**src/rtl/calc_g_scan_ctrl.sv**
```systemverilog
// Sweep controller for the G-kernel pipeline: scans an (m, n) window, re-tags the
// fixed-latency kernel results and buffers them behind a credit-guarded result FIFO.
module calc_g_scan_ctrl #(
  parameter int HALF       = 8,
  parameter int LATENCY    = 4,
  parameter int FIFO_DEPTH = 8
) (
  input  logic               clk,
  input  logic               rst,
  input  logic               start,
  input  logic [31:0]        zparam_in,
  output logic               busy,
  output logic               done,
  output logic signed [9:0]  m_out,
  output logic signed [9:0]  n_out,
  output logic [31:0]        zparam_out,
  output logic               issue,
  input  logic signed [15:0] G_re_in,
  input  logic signed [15:0] G_im_in,
  output logic               res_valid,
  input  logic               res_ready,
  output logic signed [9:0]  res_m,
  output logic signed [9:0]  res_n,
  output logic signed [15:0] res_re,
  output logic signed [15:0] res_im
);

  localparam int unsigned CW    = 10;
  localparam int unsigned DW    = 16;
  localparam int unsigned AW    = $clog2(FIFO_DEPTH);
  localparam int unsigned CNT_W = $clog2(FIFO_DEPTH + 1);
  localparam int unsigned OST_W = $clog2(FIFO_DEPTH + LATENCY + 2);
  localparam logic signed [CW-1:0] C_MIN = CW'(-HALF);
  localparam logic signed [CW-1:0] C_MAX = CW'(HALF - 1);

  typedef enum logic [1:0] {S_IDLE, S_RUN, S_DRAIN, S_DONE} state_t;

  typedef struct packed {
    logic signed [CW-1:0] m;
    logic signed [CW-1:0] n;
    logic signed [DW-1:0] re;
    logic signed [DW-1:0] im;
  } res_t;

  state_t               state, state_nxt;
  logic                 issue_nxt, busy_nxt, done_nxt;
  logic signed [CW-1:0] m_nxt, n_nxt;
  logic [31:0]          z_nxt;

  logic [LATENCY-1:0]   tag_v;
  logic signed [CW-1:0] tag_m [LATENCY];
  logic signed [CW-1:0] tag_n [LATENCY];
  logic [OST_W-1:0]     inflight, outstanding;
  logic                 credit_ok;

  res_t                 mem [FIFO_DEPTH];
  res_t                 head, head_nxt, push_data;
  logic [AW-1:0]        wr_ptr, rd_ptr, rd_nxt;
  logic [CNT_W-1:0]     count, count_nxt;
  logic                 push, pop;

  // Every issued-but-unpopped point owns a FIFO slot, so a push can never find the FIFO full
  always_comb begin
    inflight = '0;
    for (int i = 0; i < LATENCY; i++) inflight = inflight + OST_W'(tag_v[i]);
    outstanding = OST_W'(count) + inflight + OST_W'(issue);
    credit_ok   = outstanding < OST_W'(FIFO_DEPTH);
  end

  always_ff @(posedge clk or posedge rst) begin
    if (rst) state <= S_IDLE;
    else     state <= state_nxt;
  end

  always_comb begin
    state_nxt = state;
    issue_nxt = 1'b0;
    busy_nxt  = busy;
    done_nxt  = 1'b0;
    m_nxt     = m_out;
    n_nxt     = n_out;
    z_nxt     = zparam_out;
    case (state)
      S_IDLE: begin
        if (start) begin
          state_nxt = S_RUN;
          z_nxt     = zparam_in;
          m_nxt     = C_MIN;
          n_nxt     = C_MIN;
          issue_nxt = 1'b1;
          busy_nxt  = 1'b1;
        end
      end
      S_RUN: begin
        if (issue && m_out == C_MAX && n_out == C_MAX) begin
          state_nxt = S_DRAIN;
        end else begin
          // Advance only past a point that was actually issued; a stalled point is held
          if (issue) begin
            if (m_out == C_MAX) begin
              m_nxt = C_MIN;
              n_nxt = n_out + 10'sd1;
            end else begin
              m_nxt = m_out + 10'sd1;
            end
          end
          issue_nxt = credit_ok;
        end
      end
      S_DRAIN: begin
        if (inflight == '0 && count == '0) begin
          state_nxt = S_DONE;
          done_nxt  = 1'b1;
          busy_nxt  = 1'b0;
        end
      end
      S_DONE:  state_nxt = S_IDLE;
      default: state_nxt = S_IDLE;
    endcase
  end

  always_ff @(posedge clk or posedge rst) begin
    if (rst) begin
      issue      <= 1'b0;
      busy       <= 1'b0;
      done       <= 1'b0;
      m_out      <= '0;
      n_out      <= '0;
      zparam_out <= '0;
    end else begin
      issue      <= issue_nxt;
      busy       <= busy_nxt;
      done       <= done_nxt;
      m_out      <= m_nxt;
      n_out      <= n_nxt;
      zparam_out <= z_nxt;
    end
  end

  // Tag pipe mirrors the kernel latency so results re-join their coordinates
  always_ff @(posedge clk or posedge rst) begin
    if (rst) begin
      tag_v <= '0;
    end else begin
      tag_v[0] <= issue;
      for (int i = 1; i < LATENCY; i++) tag_v[i] <= tag_v[i-1];
    end
  end

  always_ff @(posedge clk) begin
    tag_m[0] <= m_out;
    tag_n[0] <= n_out;
    for (int i = 1; i < LATENCY; i++) begin
      tag_m[i] <= tag_m[i-1];
      tag_n[i] <= tag_n[i-1];
    end
  end

  assign push      = tag_v[LATENCY-1];
  assign pop       = res_valid & res_ready;
  assign push_data = '{m: tag_m[LATENCY-1], n: tag_n[LATENCY-1], re: G_re_in, im: G_im_in};

  // Head register is preloaded with the next entry, bypassing a same-edge push into an empty FIFO
  always_comb begin
    count_nxt = count + CNT_W'(push) - CNT_W'(pop);
    rd_nxt    = rd_ptr + AW'(pop);
    if (push && wr_ptr == rd_nxt) head_nxt = push_data;
    else                          head_nxt = mem[rd_nxt];
  end

  always_ff @(posedge clk) begin
    if (push) mem[wr_ptr] <= push_data;
  end

  always_ff @(posedge clk or posedge rst) begin
    if (rst) begin
      wr_ptr    <= '0;
      rd_ptr    <= '0;
      count     <= '0;
      res_valid <= 1'b0;
      head      <= '0;
    end else begin
      wr_ptr    <= wr_ptr + AW'(push);
      rd_ptr    <= rd_nxt;
      count     <= count_nxt;
      res_valid <= count_nxt != '0;
      if (count_nxt != '0) head <= head_nxt;
    end
  end

  always_ff @(posedge clk) begin
    if (!rst) begin
      fifo_no_overflow: assert (!(push && !pop && count == CNT_W'(FIFO_DEPTH)));
    end
  end

  assign res_m  = head.m;
  assign res_n  = head.n;
  assign res_re = head.re;
  assign res_im = head.im;

endmodule
```
**config.mk**
```make
export PLATFORM = sky130hd
export DESIGN_NAME = calc_g_scan_ctrl
export DESIGN_NICKNAME = d
export VERILOG_FILES = /design/src/rtl/calc_g_scan_ctrl.sv
export SDC_FILE = /design/constraint.sdc
export NUM_CORES = 1
export LEC_CHECK = 0
export ABC_AREA = 1
export CAP_MARGIN = 10
export CELL_PAD_IN_SITES_DETAIL_PLACEMENT = 1
export CELL_PAD_IN_SITES_GLOBAL_PLACEMENT = 1
export CORE_AREA = 2 2 268 191
export CTS_CLUSTER_DIAMETER = 100
export DETAILED_ROUTE_END_ITERATION = 6
export DIE_AREA = 0 0 270 193
export GPL_TIMING_DRIVEN = 1
export PLACE_DENSITY_LB_ADDON = 0.2
export SYNTH_ARGS = -nofsm -noshare
export SYNTH_HDL_FRONTEND = slang
export SYNTH_SLANG_ARGS = --single-unit
```
**constraint.sdc**
```tcl
create_clock -name clk -period 6.97 [get_ports clk]
set_input_delay 1.394 -clock clk [delete_from_list [all_inputs] [get_ports clk]]
set_output_delay 1.394 -clock clk [all_outputs]
set_load 0.05 [all_outputs]
```
# == Word level (Yosys, flattened, before mapping) ==
# Memory sizes are Yosys's and may differ from the RTL's. A register that Yosys moved wholly into a read port is not among the register bits.
# Index checks and enable logic that the tools add are counted.
# totals
register_bits,72
latch_bits,0
ramBits,496
romBits,0
inputBits,68
out_inout_bits,108
word_cells,76
mem_count,3
# classes
n_addsub,11
multipliers,0
n_div,0
order_cmp,1
eq_ne,11
shifts,0
muxes,23
n_bitwise,1
reduce_logical,14
# memory_table
memory,words,word_bits,rd,rd_ports_with_merged_regs,wr,line_no,rtl
mem,8,52,1,1,1,56,res_t mem [FIFO_DEPTH];
tag_m,4,10,4,0,4,51,logic signed [CW-1:0] tag_m [LATENCY];
tag_n,4,10,4,0,4,52,logic signed [CW-1:0] tag_n [LATENCY];
# op_table
op,count
$mux W10,7
$pmux W10 S2,2
$add A10 B2 Y10 const B,2
$eq A10 B4 Y1 const B,2
$ne A2 B2 Y1 const B,6
$add A4 B1 Y4,2
$logic_not A4 Y1,2
$mux W1,8
$pmux W2 S4,1
$add A3 B1 Y3,2
$mux W2,3
$reduce_and A3 Y1,2
$reduce_and A5 Y1,1
$add A3 B1 Y4,1
$add A4 B4 Y4,1
$eq A2 B2 Y1 const B,2
$lt A4 B4 Y1 const B,1
$pmux W1 S2,2
$reduce_and A4 Y1,1
$reduce_bool A2 Y1,2
$reduce_bool A4 Y1,1
$sub A4 B1 Y4,1
$add A2 B1 Y3,1
$logic_and A1 B1 Y1,3
other kinds (5),5

# == Depth between registers and ports, before layout ==
# depth
depth_word,8
mapped_depth,17
ltp_nobuf,14

# == Worst setup path before layout ==
# No wires, ideal clock.
# synth_path
path_type,input to register
startpoint,input port res_ready
endpoint,"register, netlist name res_im[10]"
setup_ps,119
t_arrival_ps,3460
required_time_ps,6851
setup_slack_ps,3391
stages,13
path_buffers,1
cell_sequence,nand2_1 -> inv_1 -> ha_1 -> inv_1 -> ha_1 -> inv_1 -> fa_1 -> inv_1 -> nor3_2 -> nand3_1 -> clkbuf_1 -> nand2_1 -> nand2_1
# synth_via
elab_chain_len,3
# synth_lines
item,line_no,rtl
"start, declared",21,"input logic res_ready,"
$and A1 B1 Y1,160,assign pop = res_valid & res_ready;
$sub A4 B1 Y4,165,count_nxt = count + CNT_W'(push) - CNT_W'(pop);
named net count_nxt[1],59,"logic [CNT_W-1:0] count, count_nxt;"
$reduce_bool A4 Y1,187,if (count_nxt != '0) head <= head_nxt;
# The timed path passes the listed nets, and every way through them passes these cells.
# A chain may end at the register's enable or synchronous reset.

# == Worst setup path after layout ==
# layout_path
startpoint,input port res_ready
endpoint,"register, netlist name res_n[0]"
# layout_lines
item,line_no,rtl
$and A1 B1 Y1,160,
$add A3 B1 Y3,166,rd_nxt = rd_ptr + AW'(pop);
named net rd_nxt[1],58,"logic [AW-1:0] wr_ptr, rd_ptr, rd_nxt;"
# The timed path passes the listed nets, and every way through them passes these cells.

==> impl_results.rst <==
.. list-table::
   :header-rows: 1

   * - Metric
     - Value
   * - Leading area contributor after synthesis
     - sky130_fd_sc_hd__edfxtp_1
   * - Worst Path Required
     - 7.52 ns
   * - Static Leakage
     - 11.6 nW
   * - First drt pass iteration count
     - 5
   * - Quantity of hold-fixing buffers added after cts
     - 0
   * - Placed Cells incl. Taps
     - approximately 3000
   * - Tcrit/Tclk final
     - 62.3%
   * - Top-Level Pins
     - around 180
   * - Power density relative to cell area
     - between 500 and 600 nW/um^2
   * - Number of enable-type register cells in the synthesized netlist
     - 416
   * - Max-capacitance violation count
     - 0
   * - Clock tree root driver cell
     - sky130_fd_sc_hd__clkbuf_16
   * - Starting density of the core
     - 49.3%
   * - Post-synthesis cell type count
     - 27
   * - Clock network latency to the later pin of the worst-skew pair
     - 0.63 ns
   * - Sequential element share of the synthesized area
     - 70.0%
   * - Crit Path Category
     - input pin to flip-flop
   * - Die area
     - 52100 um^2
   * - Chip Height
     - 193 um
   * - Die Wd
     - around 270 um
   * - Worst Max-Slew Pin Slew
     - 1.15 ns
   * - Count of placed standard cells in the final layout, fillers left out
     - 3120
   * - Flop and latch count out of synthesis
     - 620
   * - Async set-reset flop share out of synthesis
     - between 20% and 30%
   * - Placed Area
     - between 20000 and 30000 um^2
   * - Worst setup slack before clock tree synthesis
     - 2.06 ns
   * - Vias per cell
     - 5.71
   * - Largest net degree at the start of global routing
     - 93
   * - Leading cell types by total area after synthesis
     - sky130_fd_sc_hd__edfxtp_1, sky130_fd_sc_hd__nand2_1, sky130_fd_sc_hd__dfrtp_1, sky130_fd_sc_hd__dfxtp_1, sky130_fd_sc_hd__nand4_1
   * - Port bufs
     - between 150 and 200
   * - Clock buffer count from CTS
     - between 50 and 60
   * - Diodes inserted
     - 0
   * - Number of antenna violations at the first check in global routing
     - 0
   * - Slew margin rel.
     - 23.4%
   * - Placeable core area
     - 49800 um^2
   * - Clock tree from TritonCTS
     - yes
   * - Worst vdd rail ir drop
     - 0.571 mV
   * - Final routed wirelength across all metal layers
     - between 70000 and 80000 um
   * - Total number of vias
     - 17800
   * - Share of final-layout standard cells stronger than drive strength 1
     - 7.03%
   * - Total number of placement rows
     - 69
   * - Synth Cell Area
     - 24600 um^2
   * - Area share of the largest cell type after synthesis
     - 50.9%
   * - PnR worst setup slack
     - 2.63 ns
   * - # resized after CTS
     - 0
   * - Count of synthesis-stage warnings from yosys
     - 0
   * - Worst EP arrival
     - between 4 and 5 ns
   * - Gpl congestion
     - 0.772
   * - Global-route congestion overflow total
     - 0
   * - Clock sink count
     - 620
   * - Final #Nets
     - 2486
   * - Final Hold Vio Count
     - 0
   * - HP Class
     - flip-flop to flip-flop
   * - Routed WL per cell
     - 23.7 um
   * - Vias in the first global route
     - ~19000
   * - H-tree levels
     - 2
   * - Overall global routing resource usage
     - 28.6%
   * - Finished Cell Area
     - 28900 um^2
   * - Number of cells produced by synthesis
     - roughly 2300
   * - Final ANT Viol Nets
     - 0
   * - Total count of max-transition violations in the final report
     - 0
   * - Max Root-Sink Buffers
     - 3
   * - Clock skew after layout
     - 0.0190 ns
   * - Min cycle time layout
     - 4.34 ns
   * - Global-route wire length before repair
     - 114000 um
   * - Summed negative setup slack over all endpoints
     - 0 ns
   * - CP startpoint kind
     - input pin
   * - Synth Net Count
     - 2351
   * - Final setup vio count
     - 0
   * - Main synth FF type
     - sky130_fd_sc_hd__edfxtp_1
   * - # DRC
     - 0
   * - Mean instance size in the synthesized netlist
     - 10.9 um^2
   * - Largest fanout of any net on the critical path
     - 62
   * - Capturing element type of the critical path
     - flip-flop
   * - Max Clock Freq
     - 230 MHz
   * - Post-CTS setup repair buffer count
     - 0
   * - RSZ-0062 raised after global routing
     - no
   * - Number of DRC markers after the initial detailed-route iteration
     - 1636
   * - Synth-to-Final Area Change
     - 17.5%
   * - Dpl hpwl
     - 39500 um
   * - Result of the run
     - complete, no violations
   * - Clock input transition at the sequential cells of the worst setup and hold paths
     - 0.07 ns
==> final cells by class <==
class                   instances  area (um^2)
fillers                      5190        21000
flip-flops and latches        620        17200
multi-input cells            1465         6790
repair buffers                204         1970
clock buffers                  82         1650
well taps                     674          843
clock inverters                29          226
inverters                      46          183
==> final timing paths <==
check / start / end / slack (ns) / cells after the start
worst max-delay path: res_ready / res_n[0] / 2.63 / 16
worst min-delay path: tag_n[2][9] / tag_n[3][9] / 0.33 / 0
worst max register to register: res_valid / res_n[0] / 3.45 / 15
worst min register to register: tag_n[2][9] / tag_n[3][9] / 0.33 / 0
max in group asynchronous: rst / res_im[12] / 4.39 / 3
min in group asynchronous: rst / zparam_out[20] / 1.29 / 2
==> stage by stage <==
| stage | utilization [%] | total power, mW | hold slack (ns) |
|---|---|---|---|
| 3_5_place_dp | 54.2 | 12.8 | 0.313 |
| 5_1_grt | 57.9 | 16.9 | 0.334 |
| 4_1_cts | 57.9 | 16.0 | 0.329 |
| 6_report | 57.9 | 16.0 | 0.326 |
| 2_1_floorplan | - | 10.1 | 0.310 |
| 3_3_place_gp | 54.2 | 12.4 | 0.311 |
==> flip-flops by register name, indices dropped and copies added (netlist names), 10 cells and up <==
signal / flops
res_m: 10
res_re: 16
m_out: 10
tag_n: 40
res_n: 10
mem: 416
res_im: 16
n_out: 10
tag_m: 40
zparam_out: 32
==> worst max-delay path, stage by stage <==
cell and delay (ns):
sky130_fd_sc_hd__clkdlybuf4s50_1 0.46, sky130_fd_sc_hd__nand2_1 0.06, sky130_fd_sc_hd__inv_1 0.16, sky130_fd_sc_hd__ha_4 0.17, sky130_fd_sc_hd__ha_4 0.28, sky130_fd_sc_hd__inv_2 0.09
sky130_fd_sc_hd__buf_4 0.47, sky130_fd_sc_hd__buf_4 0.74, sky130_fd_sc_hd__o21ai_0 0.21, sky130_fd_sc_hd__o21ai_0 0.24, sky130_fd_sc_hd__nand2_1 0.08, sky130_fd_sc_hd__nand2_1 0.11
sky130_fd_sc_hd__nand2_1 0.08, sky130_fd_sc_hd__nand2_1 0.15, sky130_fd_sc_hd__nand2_1 0.07, sky130_fd_sc_hd__nand2_1 0.09
==> layer usage <==
metal	GRT usage [%]	vias to the layer above	share of wire, %
met2	47.4	595	48
met3	5.00	120	6.5
met4	8.21	0	2.0
met5	0	-	0
li1	-	7969	-
met1	39.2	9136	43
==> synth_stat cells (2+ instances only) <==
cell,number
sky130_fd_sc_hd__nand2_1,866
sky130_fd_sc_hd__edfxtp_1,416
sky130_fd_sc_hd__o21ai_0,155
sky130_fd_sc_hd__nor2_1,144
sky130_fd_sc_hd__nand4_1,129
sky130_fd_sc_hd__dfrtp_1,124
sky130_fd_sc_hd__clkbuf_1,87
sky130_fd_sc_hd__dfxtp_1,80
sky130_fd_sc_hd__o21ai_1,66
sky130_fd_sc_hd__inv_1,45
sky130_fd_sc_hd__buf_2,37
sky130_fd_sc_hd__mux2_2,32
sky130_fd_sc_hd__nand3_1,29
sky130_fd_sc_hd__ha_1,20
sky130_fd_sc_hd__a21oi_1,8
sky130_fd_sc_hd__buf_1,6
sky130_fd_sc_hd__xor2_1,4
sky130_fd_sc_hd__fa_1,2
sky130_fd_sc_hd__or2_2,2
sky130_fd_sc_hd__xnor2_1,2
==> cell usage in the layout, fill, tap and decap left out, types with 5 or more instances in the layout <==
cell type / netlist / final
sky130_fd_sc_hd__nand2_1: 866 / 864
sky130_fd_sc_hd__edfxtp_1: 416 / 416
sky130_fd_sc_hd__clkdlybuf4s50_1: 0 / 175
sky130_fd_sc_hd__o21ai_0: 155 / 155
sky130_fd_sc_hd__nor2_1: 144 / 135
sky130_fd_sc_hd__nand4_1: 129 / 129
sky130_fd_sc_hd__dfrtp_1: 124 / 124
sky130_fd_sc_hd__dfxtp_1: 80 / 80
sky130_fd_sc_hd__o21ai_1: 66 / 66
sky130_fd_sc_hd__clkbuf_16: 0 / 60
sky130_fd_sc_hd__inv_1: 45 / 43
sky130_fd_sc_hd__mux2_2: 32 / 32
sky130_fd_sc_hd__buf_4: 0 / 29
sky130_fd_sc_hd__nand3_1: 29 / 28
sky130_fd_sc_hd__ha_1: 20 / 18
sky130_fd_sc_hd__clkbuf_1: 87 / 15
sky130_fd_sc_hd__clkinv_2: 0 / 13
sky130_fd_sc_hd__nor2_4: 0 / 9
sky130_fd_sc_hd__clkinv_1: 0 / 9
sky130_fd_sc_hd__a21oi_1: 8 / 8
sky130_fd_sc_hd__clkbuf_8: 0 / 7
sky130_fd_sc_hd__inv_6: 0 / 5
==> cell families after synthesis <==
family	after synthesis	synth area share, %
adder cells (fa/ha/maj)	22	1.18
AO/OA/AOI/OAI	230	4.69
flip-flops	620	70.0
multiplexers	32	1.47
XOR/XNOR	6	0.214
buffers and inverters	176	2.88
AND/OR/NAND/NOR	1175	19.5
==> report_power, final <==
group	internal, mW	switching (mW)
registers	4.86	0.602
logic	1.98	5.39
clock network	1.77	1.41
total	8.61	7.40
Note: power is estimated with default switching activity, not from simulation.
